[src/rtl/ssd_scan_controller_pkg.sv]
// Shared types and constants for the seven-segment scan controller.
// Holds the scan state encoding, digit entry layout and segment table.
package ssd_scan_controller_pkg;

    typedef enum logic {
        ST_SHOW  = 1'b0,
        ST_BLANK = 1'b1
    } scan_state_t;

    typedef struct packed {
        logic [3:0] value;
        logic       dp;
        logic       blank;
    } digit_t;

    // Segment order is {a,b,c,d,e,f,g}, active-low
    localparam logic [6:0] SEG_OFF = 7'b1111111;

    // Entry n is the pattern for hex digit n
    localparam logic [15:0][6:0] SEG_TABLE = {
        7'b0111000,  // F
        7'b0110000,  // E
        7'b1000010,  // d
        7'b0110001,  // C
        7'b1100000,  // b
        7'b0001000,  // A
        7'b0000100,  // 9
        7'b0000000,  // 8
        7'b0001111,  // 7
        7'b0100000,  // 6
        7'b0100100,  // 5
        7'b1001100,  // 4
        7'b0000110,  // 3
        7'b0010010,  // 2
        7'b1001111,  // 1
        7'b0000001   // 0
    };

    function automatic logic [6:0] hex_to_seg(input logic [3:0] v);
        return SEG_TABLE[v];
    endfunction

endpackage

[src/rtl/ssd_scan_controller_hex_decoder.sv]
// Combinational hex to active-low seven-segment decoder.
// Shared by every display block that shows hex digits.
module ssd_hex_decoder
    import ssd_scan_controller_pkg::*;
(
    input  logic [3:0] value,
    output logic [6:0] seg
);

    // Pure table lookup
    always_comb begin
        seg = hex_to_seg(value);
    end

endmodule

[src/rtl/ssd_scan_controller.sv]
// Multiplexed seven-segment display scanner with per-digit registers.
// Each digit is shown for a fixed time, followed by optional dead time.
module ssd_scan_controller
    import ssd_scan_controller_pkg::*;
#(
    parameter int NUM_DIGITS       = 4,
    parameter int SHOW_CYCLES      = 125000,
    parameter int BLANK_CYCLES     = 1024,
    parameter bit ANODE_ACTIVE_LOW = 1'b1,
    localparam int AW = (NUM_DIGITS > 1) ? $clog2(NUM_DIGITS) : 1
)(
    input  logic                  clk,
    input  logic                  reset,
    input  logic                  enable,
    input  logic                  wr_en,
    input  logic [AW-1:0]         wr_addr,
    input  logic [3:0]            wr_data,
    input  logic                  wr_dp,
    input  logic                  wr_blank,
    output logic [NUM_DIGITS-1:0] anode,
    output logic [6:0]            cathode,
    output logic                  dp,
    output logic [AW-1:0]         digit_idx
);

    localparam int MAX_CYC = (SHOW_CYCLES > BLANK_CYCLES) ?
                             SHOW_CYCLES : BLANK_CYCLES;
    localparam int CW = $clog2(MAX_CYC + 1);

    localparam logic [CW-1:0] SHOW_LAST  = CW'(SHOW_CYCLES - 1);
    localparam logic [CW-1:0] BLANK_LAST =
        CW'((BLANK_CYCLES > 0) ? BLANK_CYCLES - 1 : 0);
    localparam logic [AW-1:0] IDX_LAST   = AW'(NUM_DIGITS - 1);

    localparam logic [NUM_DIGITS-1:0] ANODE_OFF =
        {NUM_DIGITS{ANODE_ACTIVE_LOW}};

    digit_t                  digits [NUM_DIGITS];
    scan_state_t             state;
    logic [CW-1:0]           cnt;
    logic [AW-1:0]           idx;

    digit_t                  cur;
    logic [6:0]              cur_seg;
    logic [AW-1:0]           idx_next;
    logic [NUM_DIGITS-1:0]   sel;
    logic [NUM_DIGITS-1:0]   anode_on;

    // Digit register file; out-of-range addresses match no entry
    always_ff @(posedge clk) begin
        if (reset) begin
            for (int i = 0; i < NUM_DIGITS; i++) begin
                digits[i] <= '0;
            end
        end else if (wr_en) begin
            for (int i = 0; i < NUM_DIGITS; i++) begin
                if (wr_addr == AW'(i)) begin
                    digits[i] <= digit_t'{
                        value: wr_data,
                        dp:    wr_dp,
                        blank: wr_blank
                    };
                end
            end
        end
    end

    // Current digit select, one-hot anode mask and next index
    always_comb begin
        cur = '0;
        sel = '0;
        for (int i = 0; i < NUM_DIGITS; i++) begin
            if (idx == AW'(i)) begin
                cur    = digits[i];
                sel[i] = 1'b1;
            end
        end
        idx_next = (idx == IDX_LAST) ? '0 : idx + AW'(1);
        anode_on = ANODE_ACTIVE_LOW ? ~sel : sel;
    end

    ssd_hex_decoder u_dec (
        .value (cur.value),
        .seg   (cur_seg)
    );

    // Scan FSM and registered outputs, driven from the pre-edge state
    always_ff @(posedge clk) begin
        if (reset || !enable) begin
            state     <= ST_SHOW;
            cnt       <= '0;
            idx       <= '0;
            anode     <= ANODE_OFF;
            cathode   <= SEG_OFF;
            dp        <= 1'b1;
            digit_idx <= '0;
        end else begin
            digit_idx <= idx;
            if (state == ST_SHOW) begin
                anode   <= anode_on;
                cathode <= cur.blank ? SEG_OFF : cur_seg;
                dp      <= cur.blank | ~cur.dp;
            end else begin
                anode   <= ANODE_OFF;
                cathode <= SEG_OFF;
                dp      <= 1'b1;
            end

            unique case (state)
                ST_SHOW: begin
                    if (cnt == SHOW_LAST) begin
                        cnt <= '0;
                        if (BLANK_CYCLES == 0) begin
                            idx <= idx_next;
                        end else begin
                            state <= ST_BLANK;
                        end
                    end else begin
                        cnt <= cnt + CW'(1);
                    end
                end
                ST_BLANK: begin
                    if (cnt == BLANK_LAST) begin
                        cnt   <= '0;
                        state <= ST_SHOW;
                        idx   <= idx_next;
                    end else begin
                        cnt <= cnt + CW'(1);
                    end
                end
                default: begin
                    state <= ST_SHOW;
                    cnt   <= '0;
                end
            endcase
        end
    end

endmodule

[config.mk]
export PLATFORM = sky130hd
export DESIGN_NAME = ssd_scan_controller
export DESIGN_NICKNAME = d
export VERILOG_FILES = /design/src/rtl/ssd_scan_controller_pkg.sv /design/src/rtl/ssd_scan_controller_hex_decoder.sv /design/src/rtl/ssd_scan_controller.sv
export SDC_FILE = /design/constraint.sdc
export NUM_CORES = 1
export LEC_CHECK = 0
export CAP_MARGIN = 0
export CORE_MARGIN = 3
export CORE_UTILIZATION = 30
export CTS_BUF_LIST = sky130_fd_sc_hd__clkbuf_4 sky130_fd_sc_hd__clkbuf_8
export CTS_CLUSTER_DIAMETER = 50
export DETAILED_ROUTE_END_ITERATION = 6
export GPL_TIMING_DRIVEN = 1
export PLACE_DENSITY_LB_ADDON = 0.2
export SLEW_MARGIN = 40
export SYNTH_ARGS = -nofsm -noshare
export SYNTH_HDL_FRONTEND = slang
export SYNTH_HIERARCHICAL = 1
export SYNTH_SLANG_ARGS = --single-unit
[constraint.sdc]
create_clock -name clk -period 7.3 [get_ports clk]
set_input_delay 0.73 -clock clk [delete_from_list [all_inputs] [get_ports clk]]
set_output_delay 0.73 -clock clk [all_outputs]
set_load 0.02 [all_outputs]
# After elaboration in Yosys (flattened, before gate mapping)
# Memories as Yosys holds them, arrays and structs flattened. A register that Yosys moved wholly into a read port is not among the register bits.
# Cells that the tools add are included.
# op_classes
n_bitwise	8
mux	37
addsub	2
n_eq_ne	8
n_reduce_logical	7
# ops
cell	n
2-to-1 mux 6 bit	8
2-to-1 mux 17 bit	2
one-hot mux 17 bit (2 select lines)	1
2-to-1 mux 1 bit	24
adder 17 x 1 -> 17 bit, second input constant	1
equality test 17 x 10 -> 1 bit, second input constant	1
equality test 17 bit, second input constant	1
equality test 2 bit, second input constant	4
OR 1 bit	5
equality test 2 x 1 -> 1 bit, second input constant	2
logical NOT 2 bit	2
inverter 4 bit	1
OR reduction 3 bit	1
adder 2 x 1 -> 2 bit, second input constant	1
2-to-1 mux 2 bit	1
inverter 1 bit	2
one-hot mux 1 bit (2 select lines)	1
AND reduction 2 bit	1
OR reduction 2 bit	1
logical NOT 1 bit	1
logical OR 1 bit	1
# word_totals
mem_bits_rw	24
register_bits	27
n_memories	2
output_inout_bits	14
wordCells	70
romBits	112
in_bits	12
# mem_list
memory	depth	width	read_ports	rd_ports_with_merged_regs	wr	line_no	source
(name not given)	16	7	1	1	0	ssd_scan_controller_pkg.sv:40	return SEG_TABLE[v];
digits	4	6	4	0	4	ssd_scan_controller.sv:38	digit_t digits [NUM_DIGITS];

# Depth between registers and ports, before layout
# logic_depth
depth_word	7
mapped_depth	13
mapped_depth_nobuf	12

# Hierarchy
# The synthesis kept the hierarchy.
# modules_own_cells
module	area_per_inst_um2	cells_per_inst	seq_area_each_um2	n_inst
ssd_scan_controller	2528.7	237	1401.3	1
ssd_hex_decoder	274.0	32	0.0	1

# Least setup slack after synthesis
# Ideal clock, no wire load.
# synth_timing
kind	register to register
from	register idx[1]
to	register cathode[3]
setup_ns	0.122
period_less_slack_ns	2.803
path_buffers	1
path_slack_ns	4.497
path_stages_with_launch	13
arrival_ns	2.681
t_required_ns	7.178
cell_sequence	dfxtp_1 inv_1 ha_1 clkbuf_1 nand3b_1 a21oi_1 a21oi_1 o21ai_0 inv_1 ha_1 inv_1 mux4_2 nand2b_1
# synth_lines
element	line_no	source
start: declaration	ssd_scan_controller.sv:41	logic [AW-1:0] idx;
start signal: assignment	ssd_scan_controller.sv:114	idx <= idx_next;
start signal: assignment	ssd_scan_controller.sv:126	idx <= idx_next;
end: declaration	ssd_scan_controller.sv:21	output logic [6:0] cathode,

==> summary.md <==
| Metric | Value |
|---|---|
| Most used DFF post-synth | `dfxtp_1` |
| Ys async rst share | `0%` |
| Fin. Hold Viols | `0` |
| Cts repair resizes | `0` |
| Syn_nets | `293` |
| Fin area | `3370 sq um` |
| Yosys warnings | `6` |
| Gpl congestion | `0.842` |
| Sequential share of the synthesized area | `50.0%` |
| Final setup TNS | `0 ns` |
| Post-synthesis register bit count | `58` |
| H-tree Lvls | `3` |
| Pin count of the biggest net entering global routing | `18` |
| # rows | `34` |
| Sw Pwr | `0.000166 W` |
| Hold WS | `0.499 ns` |
| Vias in the first global route | `1930` |
| Syn avg cell area | `10.4 sq um` |
| Via count | `1999` |
| Achievable Freq | `0.326 GHz` |
| CTS sink cnt | `58` |
| Most common cell in the synthesized netlist | `dfxtp_1` |
| Distinct cells, synth | `48` |
| Slew HR | `51.6%` |
| Status | `finished clean` |
| Critical path data arrival time | `3.30 ns` |
| Total wire length | `5.65 mm` |
| Worst Hold Path EP | `cnt[0]$_SDFF_PP0_` |
| Largest area contributor in the netlist | `edfxtp_1` |
| Main area contributors after synthesis | `edfxtp_1, dfxtp_1, and2_1` |
| CTS clk-pin slew, worst paths | `0.07 ns` |
| HPWL Detailed | `4.16 mm` |
| Multi-input logic area | `1320 sq um` |
| Die Ht | `103 um` |
| Leak | `1.16 nW` |
| Fillers | `875` |
| Area Overhead vs Synth | `20.2%` |
| Crit-path max FO | `11` |
| Synthesized area | `2800 sq um` |
| Post-layout min period | `3.07 ns` |
| R2r setup slk | `4.23 ns` |
| Cells after synthesis | `269` |
| Worst Tran Pin Value | `0.718 ns` |
| I/O Buffers | `25` |
| Placed cell area | `3150 sq um` |
| Longest Clk Path Bufs | `2` |
| Ant. Diodes | `0` |
| Clock Skew | `0.0117 ns` |
| Tightest Hold Check Type | `register to register` |
| Io pins | `26` |
| Crit path capture type | `register` |
| RSZ-0062 raised after global routing | `false` |
| Share of cells above drive strength 1 | `10.6%` |
| First-pass GRT wire length | `9.54 mm` |
| Gr usage total | `11.9%` |
| Required time of the critical path | `7.53 ns` |
| Vias/cell | `4.89` |
| DR pass1 iterations | `4` |
| TritonCTS Buffers | `9` |
| Critical path type | `register to register` |
| Starting Density | `31.5%` |
| Number of flops mapped to enable cells by yosys | `24` |
| CTS tree | `done` |
| Worst reg2reg endpoint | `cathode[3]$_SDFF_PP1_` |
| Core footprint | `8890 sq um` |
| Setup repair bufs after CTS | `0` |
| Crit Reg-Reg Startpoint | `idx[1]$_SDFFE_PP0P_` |
| Worst hold start | `cnt[0]$_SDFF_PP0_` |
| Combinational Power Share | `7.6%` |
| Top cells by count, synth | `dfxtp_1, and2_1, edfxtp_1, nand2_1, nor3_1` |
| Clk Tree Root Cell | `clkbuf_8` |
| Switching share of total power | `22.6%` |
| Pint | `0.000568 W` |
| Clk_lat worst skew | `0.34 ns` |
| Nature of the critical path startpoint | `register` |
| Initial antenna violation count | `0` |
| Chip width | `103 um` |
| Pwr/cell area | `218 nW/um^2` |
| Worst vdd ir | `0.0000817 V` |
| Avg WL per Cell | `13.8 um` |
| Seq pwr share | `48.4%` |
| Final Power | `0.000734 W` |
| Sequential cell area | `1400 sq um` |
| Post-route DRC | `0` |
| Clock power frac | `43.9%` |
| Setup violators final | `0` |
| Initial drt markers | `113` |
| Final ANT Viol Nets | `0` |
| Tcrit/Tclk final | `42.0%` |
| Global route overflow | `0` |
| Hold buffers post-CTS | `0` |
| Yosys top cell area share | `25.7%` |
| Final Max Tran Viols | `0` |
| Core Util, Final | `37.9%` |
| Worst R2R Path Depth | `11` |
| Min-Delay Path Depth | `1` |
| Die area | `10500 sq um` |
| Max Cap Viol | `0` |
| Nets | `320` |
[how the worst max path moves through the flow]
stage	from	endpoint	slack, ns	depth (start not counted)
final	idx[1]$_SDFFE_PP0P_	cathode[3]$_SDFF_PP1_	4.23	11
after global routing	idx[1]$_SDFFE_PP0P_	cathode[3]$_SDFF_PP1_	4.03	11
after CTS	idx[1]$_SDFFE_PP0P_	cathode[3]$_SDFF_PP1_	4.25	11
after detailed placement	idx[1]$_SDFFE_PP0P_	cathode[3]$_SDFF_PP1_	4.25	11
after global placement	idx[1]$_SDFFE_PP0P_	cathode[3]$_SDFF_PP1_	4.36	11
after floorplan	idx[1]$_SDFFE_PP0P_	cathode[3]$_SDFF_PP1_	4.50	12
[routing by layer]
layer	GRT usage, %	wire length [um]	vias up
met3	3.45	250	6
met2	16.8	2480	40
met1	16.7	2840	939
met5	0	0	-
met4	5.45	79	0
li1	-	-	1014
[power by group through the flow]
stage	Combinational, W	Sequential, W	Clock, W
after floorplan	0.0000327	0.000364	0
after global placement	0.0000557	0.000363	0
after detailed placement	0.0000566	0.000363	0
after CTS	0.0000567	0.000355	0.000333
after global routing	0.0000620	0.000356	0.000348
final	0.0000561	0.000356	0.000323
[final cells by class]
type                    count  share of cell area [%]
flip-flops and latches     58                    41.6
multi-input cells         191                    39.3
repair buffers             25                    7.43
well taps                 108                    4.01
clock buffers               9                    3.68
clock inverters             7                    2.79
inverters                  11                    1.23
[worst max-delay path, stage by stage (launching register included)]
cell and delay, ns:
dfxtp_1 0.39, inv_1 0.10, ha_1 0.30, nand3b_1 0.20, a21oi_1 0.15, a21oi_1 0.05, o21ai_0 0.59, inv_1 0.23
ha_1 0.34, inv_1 0.05, mux4_2 0.43, nand2b_1 0.15
[placed cells by master, fill, tap and decap left out, types with 5 or more instances in the layout]
cell type / instances
o21ai_0: 6
a21oi_1: 10
xnor2_1: 8
nor2_1: 9
nor4_1: 5
nand2b_1: 8
inv_1: 11
nor3_1: 20
a31o_2: 5
clkbuf_8: 9
edfxtp_1: 24
dfxtp_1: 34
and2_1: 24
nand3_1: 9
clkdlybuf4s50_1: 25
nand2_1: 20
ha_1: 12
[registers in the layout, indices dropped and copies added, names as in the netlist]
register and flops:
anode 4, cathode 7, cnt 17, digit_idx 2, digits 24, dp 1
idx 2, state 1
[kinds of logic (layout without fill, tap and decap cells)]
| family | Yosys count | in the layout | share of synthesized area, % |
|---|---|---|---|
| xor+xnor | 12 | 12 | 3.75 |
| buf+inv | 20 | 52 | 3.30 |
| mux | 6 | 6 | 2.63 |
| simple gates | 123 | 123 | 25.7 |
| compound gates | 38 | 38 | 9.24 |
| fa+ha+maj | 12 | 12 | 5.36 |
| flops | 58 | 58 | 50.0 |
[stage by stage]
stage	std cells	setup WS, ns
final	409	4.23
after global routing	409	4.03
after CTS	409	4.25
after detailed placement	393	4.25
after global placement	393	4.36
after floorplan	269	4.50
Power figures use the tool's default switching activity.
